File: config.mk
export PLATFORM = sky130hd
export DESIGN_NAME = core_muldiv
export DESIGN_NICKNAME = d
export VERILOG_FILES = /design/src/rtl/core_muldiv.sv
export SDC_FILE = /design/constraint.sdc
export NUM_CORES = 1
export LEC_CHECK = 0
export BUFFER_PORTS_ARGS = -buffer_cell sky130_fd_sc_hd__buf_4
export CAP_MARGIN = 10
export CORE_MARGIN = 4
export CORE_UTILIZATION = 45
export CTS_CLUSTER_SIZE = 28
export DETAILED_ROUTE_END_ITERATION = 6
export PLACE_DENSITY_LB_ADDON = 0.05
export SYNTH_ARGS = -nofsm -noshare
export SYNTH_HDL_FRONTEND = slang
export SYNTH_SLANG_ARGS = --single-unit
File: constraint.sdc
create_clock -name i_CLK -period 15.9 [get_ports i_CLK]
set_input_delay 0.795 -clock i_CLK [delete_from_list [all_inputs] [get_ports i_CLK]]
set_output_delay 0.795 -clock i_CLK [all_outputs]
set_load 0.02 [all_outputs]
File: src/rtl/core_muldiv.sv
// core_muldiv: iterative RV32M/RV64M multiply/divide unit.
// Multiplies by shift-add and divides by restoring division. Both work on
// operand magnitudes; signs are applied when the result is written on entry to
// DONE. Divide-by-zero and signed overflow bypass the iteration entirely.
// All state changes on the falling edge of i_CLK.
module core_muldiv #(
    parameter int XLEN           = 32,
    parameter int BITS_PER_CYCLE = 1
) (
    input  logic            i_CLK,
    input  logic            i_RST,
    input  logic            i_flush,
    input  logic            i_start,
    input  logic [2:0]      i_op,
    input  logic [XLEN-1:0] i_rs1,
    input  logic [XLEN-1:0] i_rs2,
    output logic            o_stall,
    output logic            o_busy,
    output logic            o_done,
    output logic [XLEN-1:0] o_result
);

    localparam int N  = XLEN / BITS_PER_CYCLE;
    localparam int CW = $clog2(N + 1);

    localparam logic [2:0] OP_MUL    = 3'b000;
    localparam logic [2:0] OP_MULH   = 3'b001;
    localparam logic [2:0] OP_MULHSU = 3'b010;
    localparam logic [2:0] OP_DIV    = 3'b100;
    localparam logic [2:0] OP_REM    = 3'b110;

    localparam logic [XLEN-1:0] MIN_NEG = {1'b1, {(XLEN-1){1'b0}}};
    localparam logic [XLEN-1:0] ZERO    = {XLEN{1'b0}};

    typedef enum logic [1:0] {
        IDLE = 2'd0,
        CALC = 2'd1,
        DONE = 2'd2
    } state_t;

    state_t            state;
    logic [CW-1:0]     cnt;
    logic [2*XLEN-1:0] acc;
    logic [XLEN-1:0]   opnd;
    logic [2:0]        op_q;
    logic              neg_q;
    logic              neg_r;

    logic              rs1_signed;
    logic              rs2_signed;
    logic              rs1_neg;
    logic              rs2_neg;
    logic [XLEN-1:0]   rs1_mag;
    logic [XLEN-1:0]   rs2_mag;
    logic              div_zero;
    logic              div_ovf;
    logic [XLEN-1:0]   fast_res;
    logic [2*XLEN-1:0] start_acc;
    logic [XLEN-1:0]   start_opnd;
    logic [2*XLEN-1:0] acc_nxt;

    // Shift-add: acc holds {partial product high half, remaining multiplier
    // bits}. Each retired bit conditionally adds the multiplicand into the
    // high half and shifts the whole accumulator right by one.
    function automatic logic [2*XLEN-1:0] mul_step(input logic [2*XLEN-1:0] a,
                                                   input logic [XLEN-1:0]   m);
        logic [2*XLEN-1:0] r;
        logic [XLEN:0]     sum;
        r = a;
        for (int i = 0; i < BITS_PER_CYCLE; i++) begin
            sum = {1'b0, r[2*XLEN-1:XLEN]} + (r[0] ? {1'b0, m} : {(XLEN+1){1'b0}});
            r   = {sum, r[XLEN-1:1]};
        end
        return r;
    endfunction

    // Restoring division: acc holds {partial remainder, dividend/quotient}.
    // Each retired bit shifts the next dividend bit into the remainder and
    // keeps the trial subtraction when it does not borrow. The remainder stays
    // below the divisor, so XLEN+1 bits are enough for the trial value.
    function automatic logic [2*XLEN-1:0] div_step(input logic [2*XLEN-1:0] a,
                                                   input logic [XLEN-1:0]   d);
        logic [2*XLEN-1:0] r;
        logic [XLEN:0]     rext;
        logic [XLEN:0]     diff;
        r = a;
        for (int i = 0; i < BITS_PER_CYCLE; i++) begin
            rext = {r[2*XLEN-1:XLEN], r[XLEN-1]};
            diff = rext - {1'b0, d};
            if (!diff[XLEN]) begin
                r = {diff[XLEN-1:0], r[XLEN-2:0], 1'b1};
            end else begin
                r = {rext[XLEN-1:0], r[XLEN-2:0], 1'b0};
            end
        end
        return r;
    endfunction

    // Turns the finished magnitude accumulator into the architectural result.
    function automatic logic [XLEN-1:0] finalize(input logic [2:0]        op,
                                                 input logic [2*XLEN-1:0] a,
                                                 input logic              nq,
                                                 input logic              nr);
        logic [2*XLEN-1:0] prod;
        logic [XLEN-1:0]   quo;
        logic [XLEN-1:0]   rem;
        prod = nq ? -a : a;
        quo  = nq ? -a[XLEN-1:0] : a[XLEN-1:0];
        rem  = nr ? -a[2*XLEN-1:XLEN] : a[2*XLEN-1:XLEN];
        if (!op[2]) begin
            return (op == OP_MUL) ? prod[XLEN-1:0] : prod[2*XLEN-1:XLEN];
        end else begin
            return op[1] ? rem : quo;
        end
    endfunction

    // Decode the requested operation: signedness, magnitudes, fast paths.
    always_comb begin
        rs1_signed = (i_op == OP_MULH) || (i_op == OP_MULHSU) ||
                     (i_op == OP_DIV)  || (i_op == OP_REM);
        rs2_signed = (i_op == OP_MULH) || (i_op == OP_DIV) || (i_op == OP_REM);
        rs1_neg    = rs1_signed & i_rs1[XLEN-1];
        rs2_neg    = rs2_signed & i_rs2[XLEN-1];
        rs1_mag    = rs1_neg ? -i_rs1 : i_rs1;
        rs2_mag    = rs2_neg ? -i_rs2 : i_rs2;
        div_zero   = i_op[2] & (i_rs2 == ZERO);
        div_ovf    = ((i_op == OP_DIV) || (i_op == OP_REM)) &
                     (i_rs1 == MIN_NEG) & (i_rs2 == {XLEN{1'b1}});
        fast_res   = ZERO;
        if (div_zero) begin
            fast_res = i_op[1] ? i_rs1 : {XLEN{1'b1}};
        end else begin
            fast_res = i_op[1] ? ZERO : MIN_NEG;
        end
        // Multiply iterates over the multiplier (rs2); divide over the dividend (rs1).
        start_acc  = i_op[2] ? {ZERO, rs1_mag} : {ZERO, rs2_mag};
        start_opnd = i_op[2] ? rs2_mag : rs1_mag;
    end

    // One iteration of whichever algorithm the latched operation uses.
    always_comb begin
        acc_nxt = op_q[2] ? div_step(acc, opnd) : mul_step(acc, opnd);
    end

    // Control FSM, iteration datapath and registered result/done.
    always_ff @(negedge i_CLK) begin
        if (i_RST) begin
            state    <= IDLE;
            cnt      <= '0;
            acc      <= '0;
            opnd     <= '0;
            op_q     <= '0;
            neg_q    <= 1'b0;
            neg_r    <= 1'b0;
            o_result <= '0;
            o_done   <= 1'b0;
        end else if (i_flush) begin
            state  <= IDLE;
            cnt    <= '0;
            o_done <= 1'b0;
        end else begin
            case (state)
                IDLE, DONE: begin
                    o_done <= 1'b0;
                    state  <= IDLE;
                    if (i_start) begin
                        op_q  <= i_op;
                        neg_q <= rs1_neg ^ rs2_neg;
                        neg_r <= rs1_neg;
                        cnt   <= '0;
                        if (div_zero || div_ovf) begin
                            o_result <= fast_res;
                            o_done   <= 1'b1;
                            state    <= DONE;
                        end else begin
                            acc   <= start_acc;
                            opnd  <= start_opnd;
                            state <= CALC;
                        end
                    end
                end
                CALC: begin
                    acc <= acc_nxt;
                    if (cnt == CW'(N - 1)) begin
                        cnt      <= '0;
                        o_result <= finalize(op_q, acc_nxt, neg_q, neg_r);
                        o_done   <= 1'b1;
                        state    <= DONE;
                    end else begin
                        cnt <= cnt + CW'(1);
                    end
                end
                default: begin
                    state  <= IDLE;
                    o_done <= 1'b0;
                end
            endcase
        end
    end

    // Hold the pipeline while a request is being accepted or iterating.
    always_comb begin
        o_busy  = (state == CALC);
        o_stall = ~i_RST & ((i_start & (state != CALC) & ~i_flush) | (state == CALC));
    end

endmodule

==> flow_metrics.tcl, run 1 <==
set metrics [dict create \
    r2r_start "opnd[17]$_SDFFE_NP0P_" \
    routedWlPerCell_um 24.2 \
    cts_root_buf "clkbuf_16" \
    num-fill-cells 3718 \
    cts_hold_buffers 0 \
    initial_utilization_pct 45.8 \
    first_pass_iters 6 \
    cts_resized 0 \
    dp_hpwl_mm 56.6 \
    required_ps 8290 \
    fin_nets 2651 \
    crit_arrival_ps 4970 \
    critPathLaunch "i_rs2[18]" \
    drt-initial-drc-count 2013 \
    drtAntennaViolNets 0 \
    grt_pass1_vias 17900 \
    ios 106 \
    viasPerCell 6.43 \
    cts_tree "done" \
    cp_num_buf_inv 1 \
    route.detailed.drc 0 \
    path_cells "buf_4, or4_1, or4_1, or4b_2, or2_1, nor2_1, nand4b_1, nor2_1, a221o_1, nand4b_1, nand4_1, a2111oi_0" \
    reg2reg_depth 20 \
    crit_type "in2reg" \
    synth_area_per_cell_sq_um 6.91 \
    cap_violations 0 \
    crit_path_end_kind "register" \
    min_from "opnd[22]$_SDFFE_NP0P_" \
    final_cell_count_no_fill 2982 \
    yosysWarnings 0 \
    ir_drop_uv 54.9 \
    num_vias 19200 \
    die_y_um 199 \
    die_w_um 199 \
    antenna_found_initial 0 \
    min_path_cells 2 \
    cts.clk_slew.worst_paths_ps 40 \
    maxSlewViolCount 0 \
    finClkSkew_ps 23.2 \
    final.setup.tns_ps 0 \
    cts_setup_buffers 0 \
    cp_top_family "simple AND/OR/NAND/NOR gates" \
    timing_hold_violations_final 0 \
    syn_to_final_growth_pct 12.8 \
    gp_congestion 1.03 \
    yosysTopAreaCellShare_pct 17.2 \
    synth_area_sq_mm 0.0164 \
    numPortBuffers 105 \
    p_per_area_mw_per_mm2 77.3 \
    drt_wl_total_mm 72.1 \
    core-area_sq_mm 0.0357 \
    regArea_sq_mm 0.00283 \
    yosysTopAreaCell "dfxtp_1" \
    fin_util_pct 51.7 \
    htree_levels 4 \
    finalSetupViolCount 0 \
    clk_latency_ps 480 \
    cp_slowest_cell "nor2_1" \
    ys.flop_type "dfxtp_1" \
    cts_sinks 141 \
    critical_path.max_fanout 15 \
    critPathMaxStageDelay_ps 760 \
    synth_cell_types 92 \
    fp.dieArea_sq_mm 0.0395 \
    slew_headroom_pct 23.6 \
    startpoint_type "input port" \
    grt_pass1_wl_mm 108 \
    grt_max_degree 85 \
    mappedNetlistNets 2514 \
    multi_input_area_sq_mm 0.0127 \
    outcome "finished, final reports clean" \
    synth_seq_cells 141 \
    rsz0062_at_grt "no" \
    drive_gt1_share_pct 9.20 \
    row_count 69 \
    seq_area_frac_synth_pct 17.2 \
    cts_made_buffers 17 \
    dp_cells 2810 \
    gr-total-overflow 0 \
    worstHoldPathType "reg2reg" \
    async_flop_share_pct 0 \
    synth_edf_count 0 \
    cts_buffer_depth 2 \
    worst_pin_slew_ps 1140 \
    diodes 0 \
    grt.total_usage_pct 35.4 \
    cp.depth 12 \
    p_leak_uw 0.00763 \
    synth.area.top_cells "dfxtp_1 17%, nor2_1 7.0%, a21oi_1 5.4%" \
    syn_inst 2371 \
]
[power breakdown]
group	internal (uW)	switching (uW)	leakage, uW
Clock	270	285	0.00104
Combinational	157	323	0.00544
Sequential	371	22.5	0.00115
[final cells by class]
cell class | count | area share, %
multi-input cells | 2005 | 68.7
inverters | 68 | 1.38
well taps | 461 | 3.12
repair buffers | 134 | 5.44
flip-flops and latches | 141 | 15.3
clock buffers | 17 | 2.30
clock inverters | 156 | 3.72
[path summary, 6_finish.rpt]
path / end / slack (ps)
setup / recovery: o_result[22]$_SDFFE_NP0P_ / 3320
hold / removal: opnd[22]$_SDFFE_NP0P_ / 500
setup reg to reg: o_result[30]$_SDFFE_NP0P_ / 8700
hold reg to reg: opnd[22]$_SDFFE_NP0P_ / 500
[cells in the final DEF, fill, tap and decap left out, types with 68 or more instances in the layout]
cell type and count:
dfxtp_1 140, mux2i_1 68, xnor2_1 98, ha_1 70, buf_4 134, nor3_1 77, inv_1 207, o21ai_0 171
nor2_1 304, o211ai_1 88, nand2_1 229, a21oi_1 176, xor2_1 72
[metrics by stage]
stage | power (uW) | instance area [sq um] | hold WS [ps] | setup slack, ps
after global placement | 916 | 17400 | 487 | 3070
after detailed placement | 917 | 17400 | 493 | 2940
after global routing | 1510 | 18500 | 527 | 3080
after floorplan | 756 | 16400 | 440 | 3860
final | 1430 | 18500 | 503 | 3320
after CTS | 1430 | 18500 | 499 | 3400
[cells by family (layout without fill, tap and decap cells)]
family	Yosys count	in the layout	share of synthesized area, %
AND/OR/NAND/NOR	912	912	26.4
multiplexers	83	83	5.19
flip-flops	141	141	17.2
buffers and inverters	225	375	5.45
AO/OA/AOI/OAI	768	768	31.1
adder cells (fa/ha/maj)	72	72	5.59
XOR/XNOR	170	170	9.09
[sequential cells by signal, indices dropped and copies added, names as in the netlist]
name,cells
o_done,1
state,1
cnt,6
opnd,32
op_q,3
neg_q,1
neg_r,1
acc,64
o_result,32
[Yosys cell counts, types with 8 or more instances]
master      n
a211o_1     8
a211oi_1   51
a21boi_0   10
a21o_1     16
a21oi_1   176
a221oi_1   14
a22oi_1    28
a311oi_1   16
a31oi_1    30
a41oi_1     8
and2_1     45
and3_1     12
buf_1      17
buf_2      19
clkbuf_1  116
dfxtp_1   141
ha_1       70
inv_1      67
mux2_2     15
mux2i_1    68
nand2_1   229
nand2b_1   35
nand3_1    49
nand4_1    32
nor2_1    306
nor2b_1    14
nor3_1     78
nor3b_1     8
nor4_1     18
o211ai_1   88
o21a_1     15
o21ai_0   172
o21bai_1   10
o31ai_1    24
o41ai_1    12
or2_2      18
or3_1      21
or4_1      12
xnor2_1    98
xor2_1     72
[per-layer routing]
metal,GRT usage (%),vias up,part of all wire (%)
met5,0,-,0
met4,18.9,0,5.6
met3,6.67,165,7.2
met2,56.1,931,45
met1,45.5,9069,42
li1,-,9007,-
[tightest hold or removal path, delay by kind of cell (launching register included)]
family           cells  cell delay [ps]
flip-flops           1              330
AND/OR/NAND/NOR      1               70
AO/OA/AOI/OAI        1               50
Power figures use the tool's default switching activity.
==> run 2, diff against run 1 <==
--- a/config.mk
+++ b/config.mk
@@ -5,6 +5,7 @@
 export SDC_FILE = /design/constraint.sdc
 export NUM_CORES = 1
 export LEC_CHECK = 0
+export ABC_AREA = 1
 export BUFFER_PORTS_ARGS = -buffer_cell sky130_fd_sc_hd__buf_4
 export CAP_MARGIN = 10
 export CORE_MARGIN = 4
==> constraint.sdc (replaced) <==
create_clock -name i_CLK -period 12.4 [get_ports i_CLK]
set_input_delay 0.62 -clock i_CLK [delete_from_list [all_inputs] [get_ports i_CLK]]
set_output_delay 0.62 -clock i_CLK [all_outputs]
set_load 0.02 [all_outputs]
==> run 2 against run 1 <==
  * Cell count increased by 36%
  * Global-route usage rose by 1.9 points
  * Count of clock-buffer cells in the layout unchanged
  * Synthesized cell count is 41% higher
  * Combinational power is 44% higher
  * Routed wire length is 19% higher
  * Largest power group unchanged
==> flow_metrics.tcl, run 2 <==
set metrics [dict create \
    slew_headroom_pct 11.8 \
    muxShareOfSynthArea_pct 0 \
    core-area_sq_mm 0.0400 \
    synth_area_sq_mm 0.0184 \
    timing_hold_violations_final 0 \
    gr-total-overflow 0 \
    multi_input_area_sq_mm 0.0132 \
    yosys.area_share.simple_pct 43.2 \
    num_vias 23100 \
    post-place-ws_ps 1400 \
    drtAntennaViolNets 0 \
    die_w_um 210 \
    cts_buffer_depth 2 \
    synth_edf_count 0 \
    worst_slack_ps 1520 \
    fp.dieArea_sq_mm 0.0441 \
    largest-register "acc" \
    crit_arrival_ps 5000 \
    grt.total_usage_pct 37.2 \
    synthXorXnorAreaFrac_pct 5.48 \
    synth_seq_cells 141 \
    critical_path.max_fanout 34 \
    async_flop_share_pct 0 \
    final_cell_mix "1,012 x nand2_1, 597 x inv_1, 306 x nor2_1" \
    diodes 0 \
    grt_max_degree 71 \
    crit_path_end_kind "register" \
    drt_wl_total_mm 85.6 \
    ir_drop_uv 99.5 \
    yosysTopAreaCell "nand2_1" \
    combPwrFrac_pct 35.8 \
    worstHoldPathType "reg2reg" \
    switchingPower_uw 905 \
    row_count 73 \
    fin_nets 3647 \
    cts_sinks 141 \
    die_y_um 210 \
    p_leak_uw 0.0108 \
    viasPerCell 5.72 \
    syn_to_final_growth_pct 11.9 \
    synth_cell_types 55 \
    maxSlewViolCount 0 \
    cts_made_buffers 17 \
    htree_levels 4 \
    p_int_uw 1020 \
    mappedNetlistNets 3490 \
    clockPowerShare_pct 38.4 \
    syn_inst 3347 \
    grt_pass1_vias 21900 \
    cts_tree "done" \
    num-fill-cells 4382 \
    ys_top_cells_by_count "1,012 x nand2_1, 458 x inv_1, 311 x nor2_1" \
    gp_congestion 1.02 \
    switching_share_pct 47.0 \
    first_pass_iters 6 \
    cts_setup_buffers 0 \
    cts.clk_slew.worst_paths_ps 30 \
    dp_hpwl_mm 68.0 \
    largestRegisters "acc (64), o_result (32), opnd (32)" \
    synth_fa_ha_area_share_pct 4.99 \
    regArea_sq_mm 0.00283 \
    synth.most_common_cell "nand2_1" \
    routedWlPerCell_um 21.2 \
    largest_register_ffs 64 \
    yosysWarnings 0 \
    clk_latency_ps 490 \
    drive_gt1_share_pct 8.73 \
    synth_area_per_cell_sq_um 5.49 \
    worst_pin_slew_ps 1310 \
    cts_root_buf "clkbuf_16" \
    cap_violations 0 \
    cts_resized 0 \
    drt-initial-drc-count 2655 \
    initial_utilization_pct 45.9 \
    final_common_cell "nand2_1" \
    cts_hold_buffers 0 \
    startpoint_type "input port" \
    ys.flop_type "dfxtp_1" \
    numPortBuffers 105 \
    synth_compound_area_share_pct 18.1 \
    required_ps 6510 \
    finalSetupViolCount 0 \
    finClkSkew_ps 24.6 \
    antenna_found_initial 0 \
    grt_pass1_wl_mm 127 \
    rsz0062_at_grt "no" \
    crit_type "in2reg" \
    seq_area_frac_synth_pct 15.4 \
    p_per_area_mw_per_mm2 93.8 \
    synth.area.top_cells "nand2_1 21%, dfxtp_1 15%, inv_1 9.4%" \
    ios 106 \
    p_seq_share_pct 25.8 \
    yosysTopAreaCellShare_pct 20.7 \
    route.detailed.drc 0 \
    outcome "finished, final reports clean" \
    final.setup.tns_ps 0 \
    synth_top_family_by_area "simple AND/OR/NAND/NOR gates" \
]
-- run 2: cell families after synthesis --
kind of cell	Yosys count
adders and majority gates	72
and+or+nand+nor	1818
buffers and inverters	598
xor gates and xnor gates	115
DFF	141
AOI/OAI and AO/OA	603
-- run 2: worst max-delay path, stage by stage --
cell and delay [ps]:
buf_4 130, inv_1 110, ha_1 200, nand4_1 180
nor3_1 260, nand2_1 140, nor3_1 270, nand3_1 160
nor3_2 200, nand2_1 170, o31ai_1 1110, nor2_2 50
buf_4 280, inv_2 490, a21oi_1 110, a221oi_1 480
-- run 2: metal layers --
metal  vias up  track usage [%]  routed length, um
met1     10600             45.2              33600
met5         -                0                  0
met2      1219             60.2              38900
met4         0             25.0               6320
met3       276             6.86               6810
li1      11100                -                  -
-- run 2: power groups by stage --
| stage | sequential (uW) | clock [uW] | combinational, uW |
|---|---|---|---|
| 4_1_cts | 495 | 744 | 669 |
| 3_5_place_dp | 501 | 69.2 | 666 |
| 3_3_place_gp | 501 | 69.2 | 661 |
| 6_report | 497 | 740 | 690 |
| 2_1_floorplan | 494 | 69.2 | 450 |
| 5_1_grt | 497 | 799 | 748 |
-- run 2: path summary, 6_finish.rpt --
| kind | from | to | slack (ps) | cells after the start |
|---|---|---|---|---|
| worst max-delay path | i_rs1[0] | opnd[29]$_SDFFE_NP0P_ | 1520 | 16 |
| worst min-delay path | acc[19]$_SDFFE_NP0P_ | acc[19]$_SDFFE_NP0P_ | 470 | 2 |
| worst max register to register | acc[31]$_SDFFE_NP0P_ | o_result[22]$_SDFFE_NP0P_ | 6650 | 34 |
| worst min register to register | acc[19]$_SDFFE_NP0P_ | acc[19]$_SDFFE_NP0P_ | 470 | 2 |
-- run 2: through the flow --
step / utilization (%) / hold WS (ps) / power [uW] / cells / area, sq um
3_3_place_gp: 48.5 / 451 / 1230 / 3870 / 19400
3_5_place_dp: 48.5 / 461 / 1240 / 3870 / 19400
5_1_grt: 51.4 / 490 / 2040 / 4042 / 20500
4_1_cts: 51.4 / 466 / 1910 / 4042 / 20500
6_report: 51.4 / 468 / 1930 / 4042 / 20500
2_1_floorplan: - / 436 / 1010 / 3347 / 18400
-- run 2: final cells by class --
type / count / share of cell area (%)
Inverter: 468 / 8.55
Multi-Input combinational cell: 2608 / 64.3
Timing Repair Buffer: 127 / 4.64
Clock inverter: 156 / 3.45
Sequential cell: 141 / 13.8
Clock buffer: 17 / 2.07
Tap cell: 525 / 3.20
